### src/rtl/axis_uart_param_top.sv
// AXI-Stream UART: TX engine, RX engine with glitch rejection, FWFT RX FIFO.
// Configurable data width, parity and stop bits.
module axis_uart_param_top #(
    parameter int CLK_FREQ   = 27_000_000,
    parameter int BAUD_RATE  = 115_200,
    parameter int DATA_WIDTH = 8,
    parameter int PARITY     = 0,
    parameter int STOP_BITS  = 1,
    parameter int FIFO_DEPTH = 16
) (
    input  logic                  clk_i,
    input  logic                  arstn_i,
    input  logic                  rx_i,
    output logic                  tx_o,
    input  logic [DATA_WIDTH-1:0] s_axis_tdata,
    input  logic                  s_axis_tvalid,
    output logic                  s_axis_tready,
    output logic [DATA_WIDTH-1:0] m_axis_tdata,
    output logic [1:0]            m_axis_tuser,
    output logic                  m_axis_tvalid,
    input  logic                  m_axis_tready,
    output logic                  overflow_o
);

    localparam int BIT_CYC = CLK_FREQ / BAUD_RATE;
    localparam int CW = $clog2(BIT_CYC);
    localparam int BW = $clog2(DATA_WIDTH);
    localparam int AW = $clog2(FIFO_DEPTH);
    localparam int EW = DATA_WIDTH + 2;
    localparam logic [CW-1:0] CNT_LAST = CW'(BIT_CYC - 1);
    localparam logic [CW-1:0] CNT_HALF = CW'(BIT_CYC / 2 - 1);
    localparam logic [BW-1:0] BIT_LAST = BW'(DATA_WIDTH - 1);
    localparam logic ODD = (PARITY == 1);

    typedef enum logic [2:0] {
        S_IDLE, S_START, S_DATA, S_PAR, S_STOP
    } state_t;

    // Reset asserts asynchronously, releases on the clock.
    logic [1:0] rst_sync;
    logic       rst_n;

    always_ff @(posedge clk_i or negedge arstn_i) begin
        if (!arstn_i) rst_sync <= '0;
        else          rst_sync <= {rst_sync[0], 1'b1};
    end
    assign rst_n = rst_sync[1];

    state_t                tx_state, tx_next;
    logic [CW-1:0]         tx_cnt;
    logic [BW-1:0]         tx_bit;
    logic                  tx_stop;
    logic [DATA_WIDTH-1:0] tx_data;
    logic                  tx_tick, tx_fire, tx_stop_last;

    assign tx_tick      = (tx_cnt == CNT_LAST);
    assign tx_fire      = s_axis_tvalid & s_axis_tready;
    assign tx_stop_last = (STOP_BITS == 1) | tx_stop;

    always_ff @(posedge clk_i or negedge rst_n) begin
        if (!rst_n) tx_state <= S_IDLE;
        else        tx_state <= tx_next;
    end

    always_comb begin
        tx_next = tx_state;
        unique case (tx_state)
            S_IDLE:  if (tx_fire) tx_next = S_START;
            S_START: if (tx_tick) tx_next = S_DATA;
            S_DATA:
                if (tx_tick && tx_bit == BIT_LAST)
                    tx_next = (PARITY == 0) ? S_STOP : S_PAR;
            S_PAR:   if (tx_tick) tx_next = S_STOP;
            S_STOP:  if (tx_tick && tx_stop_last) tx_next = S_IDLE;
            default: tx_next = S_IDLE;
        endcase
    end

    always_comb begin
        tx_o          = 1'b1;
        s_axis_tready = 1'b0;
        unique case (tx_state)
            S_IDLE:  s_axis_tready = 1'b1;
            S_START: tx_o = 1'b0;
            S_DATA:  tx_o = tx_data[tx_bit];
            S_PAR:   tx_o = ^tx_data ^ ODD;
            default: tx_o = 1'b1;
        endcase
    end

    always_ff @(posedge clk_i or negedge rst_n) begin
        if (!rst_n) begin
            tx_cnt  <= '0;
            tx_bit  <= '0;
            tx_stop <= 1'b0;
            tx_data <= '0;
        end else begin
            if (tx_state == S_IDLE || tx_tick) tx_cnt <= '0;
            else                               tx_cnt <= tx_cnt + 1'b1;
            if (tx_fire) tx_data <= s_axis_tdata;
            if (tx_tick && tx_state == S_DATA)
                tx_bit <= (tx_bit == BIT_LAST) ? '0 : tx_bit + 1'b1;
            if (tx_tick && tx_state == S_STOP)
                tx_stop <= ~tx_stop_last;
        end
    end

    logic                  rx_s1, rx_s2, rx_s3;
    state_t                rx_state, rx_next;
    logic [CW-1:0]         rx_cnt;
    logic [BW-1:0]         rx_bit;
    logic                  rx_stop, rx_perr, rx_ferr, rx_brk;
    logic [DATA_WIDTH-1:0] rx_data;
    logic                  rx_fall, rx_adv, rx_stop_last, rx_push;
    logic [EW-1:0]         rx_word;

    assign rx_fall      = rx_s3 & ~rx_s2;
    assign rx_stop_last = (STOP_BITS == 1) | rx_stop;
    assign rx_adv = (rx_state == S_START) ? (rx_cnt == CNT_HALF)
                                          : (rx_cnt == CNT_LAST);

    always_ff @(posedge clk_i or negedge rst_n) begin
        if (!rst_n) begin
            rx_s1 <= 1'b1;
            rx_s2 <= 1'b1;
            rx_s3 <= 1'b1;
        end else begin
            rx_s1 <= rx_i;
            rx_s2 <= rx_s1;
            rx_s3 <= rx_s2;
        end
    end

    always_ff @(posedge clk_i or negedge rst_n) begin
        if (!rst_n) rx_state <= S_IDLE;
        else        rx_state <= rx_next;
    end

    always_comb begin
        rx_next = rx_state;
        unique case (rx_state)
            S_IDLE:  if (rx_fall && !rx_brk) rx_next = S_START;
            S_START: if (rx_adv) rx_next = rx_s2 ? S_IDLE : S_DATA;
            S_DATA:
                if (rx_adv && rx_bit == BIT_LAST)
                    rx_next = (PARITY == 0) ? S_STOP : S_PAR;
            S_PAR:   if (rx_adv) rx_next = S_STOP;
            S_STOP:  if (rx_adv && rx_stop_last) rx_next = S_IDLE;
            default: rx_next = S_IDLE;
        endcase
    end

    always_comb begin
        rx_push = (rx_state == S_STOP) && rx_adv && rx_stop_last;
        rx_word = {rx_data, rx_ferr | ~rx_s2, rx_perr};
    end

    always_ff @(posedge clk_i or negedge rst_n) begin
        if (!rst_n) begin
            rx_cnt  <= '0;
            rx_bit  <= '0;
            rx_stop <= 1'b0;
            rx_perr <= 1'b0;
            rx_ferr <= 1'b0;
            rx_brk  <= 1'b0;
            rx_data <= '0;
        end else begin
            if (rx_state == S_IDLE || rx_adv) rx_cnt <= '0;
            else                              rx_cnt <= rx_cnt + 1'b1;
            if (rx_state == S_IDLE) begin
                rx_bit  <= '0;
                rx_stop <= 1'b0;
                rx_perr <= 1'b0;
                rx_ferr <= 1'b0;
                if (rx_s2) rx_brk <= 1'b0;
            end
            if (rx_adv && rx_state == S_DATA) begin
                rx_data[rx_bit] <= rx_s2;
                rx_bit <= (rx_bit == BIT_LAST) ? '0 : rx_bit + 1'b1;
            end
            if (rx_adv && rx_state == S_PAR)
                rx_perr <= (PARITY != 0) && (rx_s2 != (^rx_data ^ ODD));
            if (rx_adv && rx_state == S_STOP) begin
                if (!rx_s2) rx_ferr <= 1'b1;
                rx_stop <= ~rx_stop_last;
            end
            // A line still low at the end of the frame is a break.
            if (rx_push) rx_brk <= ~rx_s2;
        end
    end

    logic [EW-1:0] mem [FIFO_DEPTH];
    logic [AW:0]   wr_ptr, rd_ptr;
    logic          empty, full, pop, wr_en;
    logic [EW-1:0] head;

    assign empty = (wr_ptr == rd_ptr);
    assign full  = (wr_ptr[AW] != rd_ptr[AW]) &&
                   (wr_ptr[AW-1:0] == rd_ptr[AW-1:0]);
    assign pop   = m_axis_tvalid & m_axis_tready;
    assign wr_en = rx_push & (~full | pop);
    assign head  = mem[rd_ptr[AW-1:0]];

    assign m_axis_tvalid = ~empty;
    assign m_axis_tdata  = empty ? '0 : head[EW-1:2];
    assign m_axis_tuser  = empty ? '0 : head[1:0];

    always_ff @(posedge clk_i) begin
        if (wr_en) mem[wr_ptr[AW-1:0]] <= rx_word;
    end

    always_ff @(posedge clk_i or negedge rst_n) begin
        if (!rst_n) begin
            wr_ptr     <= '0;
            rd_ptr     <= '0;
            overflow_o <= 1'b0;
        end else begin
            if (wr_en) wr_ptr <= wr_ptr + 1'b1;
            if (pop)   rd_ptr <= rd_ptr + 1'b1;
            overflow_o <= rx_push & full & ~pop;
        end
    end

endmodule

### config.mk
export PLATFORM = sky130hd
export DESIGN_NAME = axis_uart_param_top
export DESIGN_NICKNAME = d
export VERILOG_FILES = /design/src/rtl/axis_uart_param_top.sv
export SDC_FILE = /design/constraint.sdc
export NUM_CORES = 1
export LEC_CHECK = 0
export ABC_AREA = 1
export BUFFER_PORTS_ARGS = -buffer_cell sky130_fd_sc_hd__buf_2
export CORE_MARGIN = 2
export CORE_UTILIZATION = 45
export CTS_CLUSTER_DIAMETER = 200
export DETAILED_ROUTE_END_ITERATION = 16
export PLACE_DENSITY_LB_ADDON = 0.12
export SLEW_MARGIN = 10
export SYNTH_ARGS = -nofsm -noshare
export SYNTH_HDL_FRONTEND = slang
export SYNTH_SLANG_ARGS = --single-unit
### constraint.sdc
create_clock -name clk_i -period 2 [get_ports clk_i]
set_clock_uncertainty 0.15 [all_clocks]
set_input_delay 0.3 -clock clk_i [delete_from_list [all_inputs] [get_ports clk_i]]
set_output_delay 0.3 -clock clk_i [all_outputs]
set_load 0.05 [all_outputs]
==> results.sh, run 1 <==
export IMPL_cap_violations=0
export IMPL_cts_tree="yes"
export IMPL_cts_buffers=22
export IMPL_io_buffers=25
export IMPL_drt_iter0_markers=500
export IMPL_die_width_um=145
export IMPL_violations="setup timing"
export IMPL_vias=6351
export IMPL_synth_top_cell_area_share_pct=48.3
export IMPL_place_ws_ps=-158
export IMPL_crit_type="flip-flop to output pin"
export IMPL_worst_slack_ps=-576
export IMPL_yosysTopAreaCell="edfxtp_1"
export IMPL_grt_pass1_vias=6244
export IMPL_setup_viol=155
export IMPL_fin_crit_sh_pct=129
export IMPL_nets=946
export IMPL_ys_seq_elements=206
export IMPL_p_int_mw=9.74
export IMPL_first_pass_iters=5
export IMPL_worst_endpoint_required_ps=1550
export IMPL_critPathBufInv=4
export IMPL_cts_sinks=206
export IMPL_viasPerCell=5.28
export IMPL_die_area_sq_um=21100
export IMPL_htreeDepth=1
export IMPL_grt_pass1_wl_um=33500
export IMPL_gr_total_overflow=0
export IMPL_max_vdd_ir_drop_uv=870
export IMPL_drive_gt1_share_pct=21.7
export IMPL_rsz0062_at_grt="yes"
export IMPL_fp_coreArea_sq_um=19500
export IMPL_grt_usage_pct=20.2
export IMPL_setup_tns_final_ps=-14620
export IMPL_yosysWarnings=0
export IMPL_critPathMaxFanout=5
export IMPL_cts_clk_slew_worst_paths_ps=60
export IMPL_gp_congestion=0.849
export IMPL_p_leak_nw=4.72
export IMPL_final_cell_mix="edfxtp_1, nand2_1, nor2_1"
export IMPL_powerDensity_nw_per_um2=1340
export IMPL_wl_per_cell_um=17.8
export IMPL_pwr_share_comb_pct=38.1
export IMPL_ys_seq_area_share_pct=65.6
export IMPL_synth_area_leaders="edfxtp_1, dfrtp_1, nor2_1"
export IMPL_clock_latency_ps=510
export IMPL_relSlewSlack_pct=43.7
export IMPL_ff2ff_path_depth=8
export IMPL_postSynthAreaPerCell_sq_um=10.8
export IMPL_fin_crit_ps=2580
export IMPL_ios=27
export IMPL_rows=51
export IMPL_die_h_um=145
export IMPL_syn_to_final_growth_pct=26.4
export IMPL_grt_max_degree=61
export IMPL_r2r_start="rd_ptr[0]"
export IMPL_max_stage_delay_ps=490
export IMPL_syn_inst=828
export IMPL_crit_family="buffers and inverters"
export IMPL_net_switching_power_mw=5.43
export IMPL_clockBufferDepth=3
export IMPL_hold_viol_final=0
export IMPL_switching_share_pct=35.8
export IMPL_postSynthNetCount=853
export IMPL_rr_endpoint="mem[14][8]"
export IMPL_start_util_pct=45.9
export IMPL_totalWireLength_um=21400
export IMPL_slew_viol_final=0
export IMPL_drc=0
export IMPL_root_buffer="clkbuf_16"
export IMPL_status="finished, violations left"
export IMPL_max_freq_mhz=388
export IMPL_r2r_slack_ps=-100
export IMPL_cpMaxStageDelayCell="dfrtp_2"
export IMPL_pwr_share_clk_pct=28.7
export IMPL_drtAntennaViolNets=0
export IMPL_cp_arrival_ps=2130
export IMPL_final_common_cell="edfxtp_1"
export IMPL_placed_cells=1140
export IMPL_synth_cell_types=36
export IMPL_num_antenna_cells=0
export IMPL_synth_cell_area_sq_um=8960
export IMPL_antenna_found_initial=0
export IMPL_tightest_slew_ps=844
export IMPL_path_cells="inv_2, buf_6, o21ai_1, o22ai_1, nand2_1, nand2_1, inv_1, a21oi_4, buf_6"
export IMPL_final_cells=1202
export IMPL_critPathLaunchType="flip-flop"
export IMPL_pwr_share_seq_pct=33.3
export IMPL_hpwl_um=14000
export IMPL_cp_end_kind="output pin"
export IMPL_hold_path_class="flip-flop to async pin"
synthesized netlist by cell type:
| library cell | number |
|---|---|
| buf_4 | 2 |
| dfrtp_1 | 59 |
| o22ai_1 | 18 |
| mux2_2 | 6 |
| dfstp_2 | 3 |
| xor2_1 | 13 |
| nand2_1 | 126 |
| clkbuf_1 | 13 |
| o21ai_1 | 2 |
| o211ai_1 | 18 |
| nand4_1 | 14 |
| inv_2 | 2 |
| buf_2 | 17 |
| ha_1 | 12 |
| nor3_1 | 26 |
| o21ai_0 | 87 |
| nor3b_1 | 3 |
| o21a_1 | 1 |
| nor2_8 | 1 |
| nor2_2 | 1 |
| conb_1 | 2 |
| clkinv_1 | 4 |
| xnor2_1 | 10 |
| nand2_4 | 1 |
| nand3_2 | 2 |
| nor2_1 | 134 |
| or2_2 | 1 |
| nand3_1 | 33 |
| nand3b_1 | 2 |
| edfxtp_1 | 144 |
| nand2_2 | 1 |
| a21oi_1 | 16 |
| inv_1 | 50 |
| nor4_1 | 1 |
| buf_6 | 2 |
| nand3_4 | 1 |
stage by stage:
step	utilization (%)	instance area, sq um	total power, mW	hold slack [ps]
detailed placement	50.9	9950	10.0	-53.2
CTS	56.7	11100	15.0	131
finish	58.0	11300	15.2	121
global placement	50.9	9950	9.94	-64.2
global route	58.0	11300	16.0	158
floorplan	-	9170	8.71	-146
flip-flops by register name, summed over array words and instances, names as in the netlist, 2 cells and up:
signal    cells
mem         144
rx_cnt        8
rx_data       8
tx_cnt        8
tx_data       8
rd_ptr        5
wr_ptr        5
rx_bit        3
rx_state      3
tx_bit        3
tx_state      3
rst_sync      2
routing by layer:
metal | global-route usage, % | up-vias | part of all wire (%)
met2 | 34.2 | 175 | 49
met1 | 27.2 | 3089 | 43
met5 | 0 | - | 0
li1 | - | 3051 | -
met3 | 2.52 | 36 | 5.6
met4 | 6.37 | 0 | 2.4
final cells by class:
cell class	count	area, sq um
Inverter	56	229
Clock inverter	15	224
Multi-Input combinational cell	533	3040
Fill cell	1624	8210
Timing Repair Buffer	102	1040
Clock buffer	25	562
Sequential cell	206	5890
Tap cell	265	332
timing repair:
action	in CTS	in global routing
cloned	1	3
setup endpoints to repair	152	174
hold endpoints to repair	15	0
pin swaps	7	11
setup buffers	2	3
resized for setup	48	58
hold buffers	13	0
cells by family (layout without fill, tap and decap cells):
group	count (synthesis)	after routing	synth area share, %
xor gates and xnor gates	23	23	2.25
AOI/OAI and AO/OA	142	142	8.72
buffers and inverters	90	198	4.26
other	2	2	0.0838
and+or+nand+nor	347	348	16.6
DFF	206	206	65.6
adders and majority gates	12	12	1.68
muxes	6	6	0.754
power by group through the flow:
stage          registers, mW  clock network (mW)  logic [mW]
3_5_place_dp            5.08                   0        4.96
6_report                5.04                4.35        5.77
5_1_grt                 5.08                4.61        6.27
2_1_floorplan           5.01                   0        3.70
3_3_place_gp            5.06                   0        4.88
4_1_cts                 5.01                4.43        5.56
worst max-delay path by stage:
| stage | from | endpoint | slack, ps | depth (start not counted) |
|---|---|---|---|---|
| 6_report | rd_ptr[1] | m_axis_tuser[1] | -580 | 9 |
| 5_1_grt | rd_ptr[0] | m_axis_tuser[1] | -670 | 8 |
| 4_1_cts | rd_ptr[0] | m_axis_tuser[1] | -600 | 9 |
| 3_5_place_dp | rd_ptr[0] | m_axis_tuser[1] | -160 | 9 |
| 3_3_place_gp | rd_ptr[1] | m_axis_tuser[1] | -140 | 9 |
| 2_1_floorplan | rx_cnt[2] | mem[2][1] | -120 | 8 |
No activity file was read; power rests on OpenSTA's default activity.
==> run 2: changes to the inputs <==
CORE_UTILIZATION = 35   (was 45)
==> results.sh, run 2 (synthesis gave the netlist of run 1 again) <==
export IMPL_status="finished, violations left"
export IMPL_violations="setup timing"
export IMPL_hold_viol_final=0
export IMPL_max_vdd_ir_drop_uv=1210
export IMPL_final_cells=1346
export IMPL_critPathBufInv=6
export IMPL_die_area_sq_um=26900
export IMPL_max_freq_mhz=376
export IMPL_start_util_pct=35.6
export IMPL_switching_share_pct=36.0
export IMPL_drive_gt1_share_pct=28.0
export IMPL_grt_pass1_vias=6674
export IMPL_pwr_share_comb_pct=43.6
export IMPL_ff2ff_path_depth=12
export IMPL_p_int_mw=10.7
export IMPL_cpMaxStageDelayCell="dfrtp_2"
export IMPL_drc=0
export IMPL_htreeDepth=1
export IMPL_tightest_slew_ps=758
export IMPL_crit_family="buffers and inverters"
export IMPL_drt_iter0_markers=342
export IMPL_fp_coreArea_sq_um=25200
export IMPL_setup_viol=160
export IMPL_cap_violations=0
export IMPL_io_buffers=25
export IMPL_powerDensity_nw_per_um2=1340
export IMPL_clockBufferDepth=3
export IMPL_crit_type="flip-flop to output pin"
export IMPL_cts_clk_slew_worst_paths_ps=60
export IMPL_hpwl_um=14100
export IMPL_worst_path_most_repeated_cell="buf_12"
export IMPL_syn_to_final_growth_pct=39.3
export IMPL_crit_cells=11
export IMPL_cp_arrival_ps=2210
export IMPL_path_cells="buf_12, clkinvlp_4, buf_12, buf_16, o21ai_0, o22ai_1, nand2_1, nand2_2, inv_1, a21oi_4, buf_6"
export IMPL_ios=27
export IMPL_hold_path_class="flip-flop to async pin"
export IMPL_hold_ws_ps=106
export IMPL_gp_congestion=0.741
export IMPL_totalWireLength_um=24400
export IMPL_place_ws_ps=-469
export IMPL_cts_sinks=206
export IMPL_max_stage_delay_ps=450
export IMPL_placed_cells=1224
export IMPL_critPathMaxFanout=8
export IMPL_relSlewSlack_pct=49.4
export IMPL_slew_viol_final=0
export IMPL_antenna_found_initial=0
export IMPL_grt_max_degree=61
export IMPL_cts_buffers=24
export IMPL_gr_total_overflow=0
export IMPL_final_common_cell="edfxtp_1"
export IMPL_p_leak_nw=5.37
export IMPL_die_width_um=164
export IMPL_grt_pass1_wl_um=37800
export IMPL_nets=1023
export IMPL_pwr_share_seq_pct=29.7
export IMPL_vias=6625
export IMPL_finalInstanceArea_sq_um=12500
export IMPL_rows=58
export IMPL_placed_cell_area_sq_um=10200
export IMPL_critPathLaunchType="flip-flop"
export IMPL_viasPerCell=4.92
export IMPL_worst_endpoint_required_ps=1550
export IMPL_clock_latency_ps=510
export IMPL_final_cell_mix="edfxtp_1, nor2_1, nand2_1"
export IMPL_drtAntennaViolNets=0
export IMPL_net_switching_power_mw=6.02
export IMPL_rsz0062_at_grt="yes"
export IMPL_first_pass_iters=5
export IMPL_die_h_um=164
export IMPL_largest_register_ffs=144
export IMPL_fin_crit_ps=2660
export IMPL_pwr_share_clk_pct=26.7
export IMPL_num_antenna_cells=0
export IMPL_root_buffer="clkbuf_16"
export IMPL_cp_startpoint="rd_ptr[1]"
export IMPL_grt_usage_pct=18.5
export IMPL_fin_crit_sh_pct=133
export IMPL_cts_tree="yes"
export IMPL_cp_end_kind="output pin"
export IMPL_worst_slack_ps=-658
export IMPL_wl_per_cell_um=18.1
export IMPL_r2r_start="rd_ptr[0]"
-- run 2: cell count changes in the layout (fill, tap and decap cells not counted), sizes merged --
cell / delta
inv: -1
buf: +69
bufbuf: +2
clkinv: +3
clkbuf: +10
bufinv: -3
clkinvlp: -1
-- run 2: final cells by class --
type / instances / area (sq um)
fill: 2249 / 12700
clock inverter: 13 / 121
clock buffer: 31 / 698
timing repair buffer: 177 / 1990
inverter: 56 / 224
tap: 330 / 413
sequential: 206 / 5880
multi-input combinational: 533 / 3160
-- run 2: worst register-to-register path: stages, from the launching register on --
cell	delay, ps
dfrtp_2	470
buf_4	160
buf_6	110
xor2_2	120
nor2_2	70
buf_4	140
nand3_4	80
buf_4	110
buf_6	110
nand2_8	80
buf_4	150
nor3_4	240
clkbuf_16	210
-- run 2: metal layers --
metal / track usage (%) / part of all wire (%) / up-vias
li1: - / - / 3222
met1: 25.3 / 45 / 3207
met2: 30.9 / 48 / 160
met3: 2.90 / 4.9 / 36
met4: 4.35 / 1.8 / 0
met5: 0 / 0 / -
-- run 2: power groups by stage --
stage | clock network [mW] | logic, mW | registers [mW]
floorplan | 0 | 3.70 | 5.01
global placement | 0 | 5.64 | 5.03
detailed placement | 0 | 5.63 | 5.03
CTS | 4.57 | 7.07 | 4.96
global route | 4.74 | 7.84 | 5.01
finish | 4.46 | 7.29 | 4.97
-- run 2: repair_timing --
action | CTS | global route
cloned | 8 | 4
endpoints found under the setup margin | 156 | 160
resized for setup | 104 | 39
setup buffers | 46 | 8
pin swaps | 40 | 25
endpoints found under the hold margin | 14 | 0
hold buffers | 13 | 0
-- run 2: worst paths after layout --
kind | to | slack [ps]
min | wr_ptr[3] | 110
max in group asynchronous | rst_sync[1] | 1070
max reg2reg | mem[12][1] | -470
min reg2reg | wr_ptr[3] | 110
max | m_axis_tdata[4] | -660
min in group clk_i | rst_sync[1] | 200
-- run 2: stage by stage --
| stage | TNS, ps | util, % | total power, mW |
|---|---|---|---|
| 2_1_floorplan | -14060 | - | 8.71 |
| 3_3_place_gp | -51540 | 40.4 | 10.7 |
| 3_5_place_dp | -56120 | 40.4 | 10.7 |
| 4_1_cts | -27770 | 48.6 | 16.6 |
| 5_1_grt | -57950 | 49.6 | 17.6 |
| 6_report | -46950 | 49.6 | 16.7 |
==> run 3: changes to the inputs <==
CAP_MARGIN = 20   (was unset)
clock period = 3.4 ns   (was 2 ns; I/O delays follow)
==> results.sh, run 3 (synthesis gave the netlist of run 1 again) <==
export IMPL_grt_max_degree=52
export IMPL_gp_congestion=0.746
export IMPL_setup_tns_final_ps=0
export IMPL_die_h_um=164
export IMPL_cts_tree="yes"
export IMPL_vias=5911
export IMPL_start_util_pct=35.6
export IMPL_max_freq_mhz=313
export IMPL_cts_clk_slew_worst_paths_ps=60
export IMPL_critPathLaunchType="flip-flop"
export IMPL_relSlewSlack_pct=48.4
export IMPL_hold_ws_ps=76.6
export IMPL_cts_sinks=206
export IMPL_num_antenna_cells=0
export IMPL_hold_viol_final=0
export IMPL_antenna_found_initial=0
export IMPL_gr_total_overflow=0
export IMPL_root_buffer="clkbuf_16"
export IMPL_finalInstanceArea_sq_um=10400
export IMPL_grt_pass1_wl_um=33500
export IMPL_cp_arrival_ps=2540
export IMPL_clockBufferDepth=3
export IMPL_viasPerCell=4.83
export IMPL_first_pass_iters=5
export IMPL_htreeDepth=1
export IMPL_tightest_slew_ps=773
export IMPL_place_ws_ps=637
export IMPL_crit_type="flip-flop to output pin"
export IMPL_hpwl_um=13500
export IMPL_setup_viol=0
export IMPL_p_leak_nw=4.34
export IMPL_drt_iter0_markers=430
export IMPL_worst_slack_ps=202
export IMPL_nets=901
export IMPL_io_buffers=25
export IMPL_totalWireLength_um=21100
export IMPL_largest_register_ffs=144
export IMPL_ff2ff_path_depth=6
export IMPL_drc=0
export IMPL_min_path_cells=2
export IMPL_status="finished, final reports clean"
export IMPL_cap_violations=0
export IMPL_cp_end_kind="output pin"
export IMPL_drive_gt1_share_pct=12.5
export IMPL_fin_crit_sh_pct=94.1
export IMPL_post_cts_buffers=0
export IMPL_rsz0062_at_grt="no"
export IMPL_max_vdd_ir_drop_uv=1170
export IMPL_path_cells="buf_4, nor2_1, nor2_1, o21ai_0, o211ai_1, nand3_1, a21oi_1, buf_2"
export IMPL_die_area_sq_um=26900
export IMPL_max_stage_delay_ps=610
export IMPL_slew_viol_final=0
export IMPL_powerDensity_nw_per_um2=789
export IMPL_cts_buffers=25
export IMPL_die_width_um=164
export IMPL_wl_per_cell_um=17.3
export IMPL_placed_cell_area_sq_um=9550
export IMPL_final_cell_mix="edfxtp_1, nor2_1, nand2_1"
export IMPL_drtAntennaViolNets=0
export IMPL_ios=27
export IMPL_fp_coreArea_sq_um=25200
export IMPL_worst_path_most_repeated_cell="nor2_1"
export IMPL_worst_endpoint_required_ps=2740
export IMPL_clock_latency_ps=520
export IMPL_rows=58
export IMPL_critPathMaxFanout=27
export IMPL_grt_usage_pct=16.2
export IMPL_hold_path_class="input port to flip-flop"
export IMPL_syn_to_final_growth_pct=16.1
export IMPL_cpMaxStageDelayCell="dfrtp_4"
export IMPL_fin_crit_ps=3200
export IMPL_grt_pass1_vias=5837
export IMPL_final_common_cell="edfxtp_1"
run 3: worst max-delay path, delay by kind of cell (launching register included):
kind / cells / cell delay, ps
simple gates: 3 / 270
flops: 1 / 610
buf+inv: 2 / 650
compound gates: 3 / 490
run 3: stage by stage:
| step | std cells | power [mW] | util [%] |
|---|---|---|---|
| 3_5_place_dp | 1177 | 5.65 | 37.9 |
| 6_report | 1225 | 8.21 | 41.3 |
| 2_1_floorplan | 828 | 4.94 | - |
| 5_1_grt | 1225 | 8.71 | 41.3 |
| 3_3_place_gp | 1176 | 5.65 | 37.9 |
| 4_1_cts | 1225 | 8.30 | 41.3 |
run 3: timing repair:
item                                    4_1_cts  5_1_grt
hold buffers                                  2        0
endpoints found under the setup margin        0        7
gates resized for setup                       0        3
endpoints found under the hold margin         3        0
run 3: final timing paths:
kind / from / endpoint / slack [ps]
min: s_axis_tdata[4] / tx_data[4] / 80
max reg2reg: rd_ptr[0] / mem[7][2] / 1100
min in group asynchronous: arstn_i / rst_sync[1] / 160
max in group asynchronous: rst_sync[1] / rx_s1 / 2000
max: rd_ptr[0] / m_axis_tdata[4] / 200
min reg2reg: rst_sync[1] / rd_ptr[3] / 170
run 3: power by group:
group	internal [mW]	switching, mW	total (mW)
combinational	0.826	1.76	2.58
clock	1.60	1.03	2.63
sequential	2.80	0.199	3.00
run 3: layer usage:
metal	GRT usage (%)	vias to the layer above	share of wire, %
met5	0	-	0
met4	3.55	0	1.9
met3	2.37	33	4.0
met2	25.4	89	45
met1	23.9	2832	49
li1	-	2957	-
run 3: final cells by class:
cell class	count	area (sq um)
Clock buffer	29	651
Clock inverter	17	164
Fill cell	2453	14800
Inverter	56	214
Multi-Input combinational cell	532	2700
Sequential cell	206	5880
Tap cell	330	413
Timing Repair Buffer	55	375
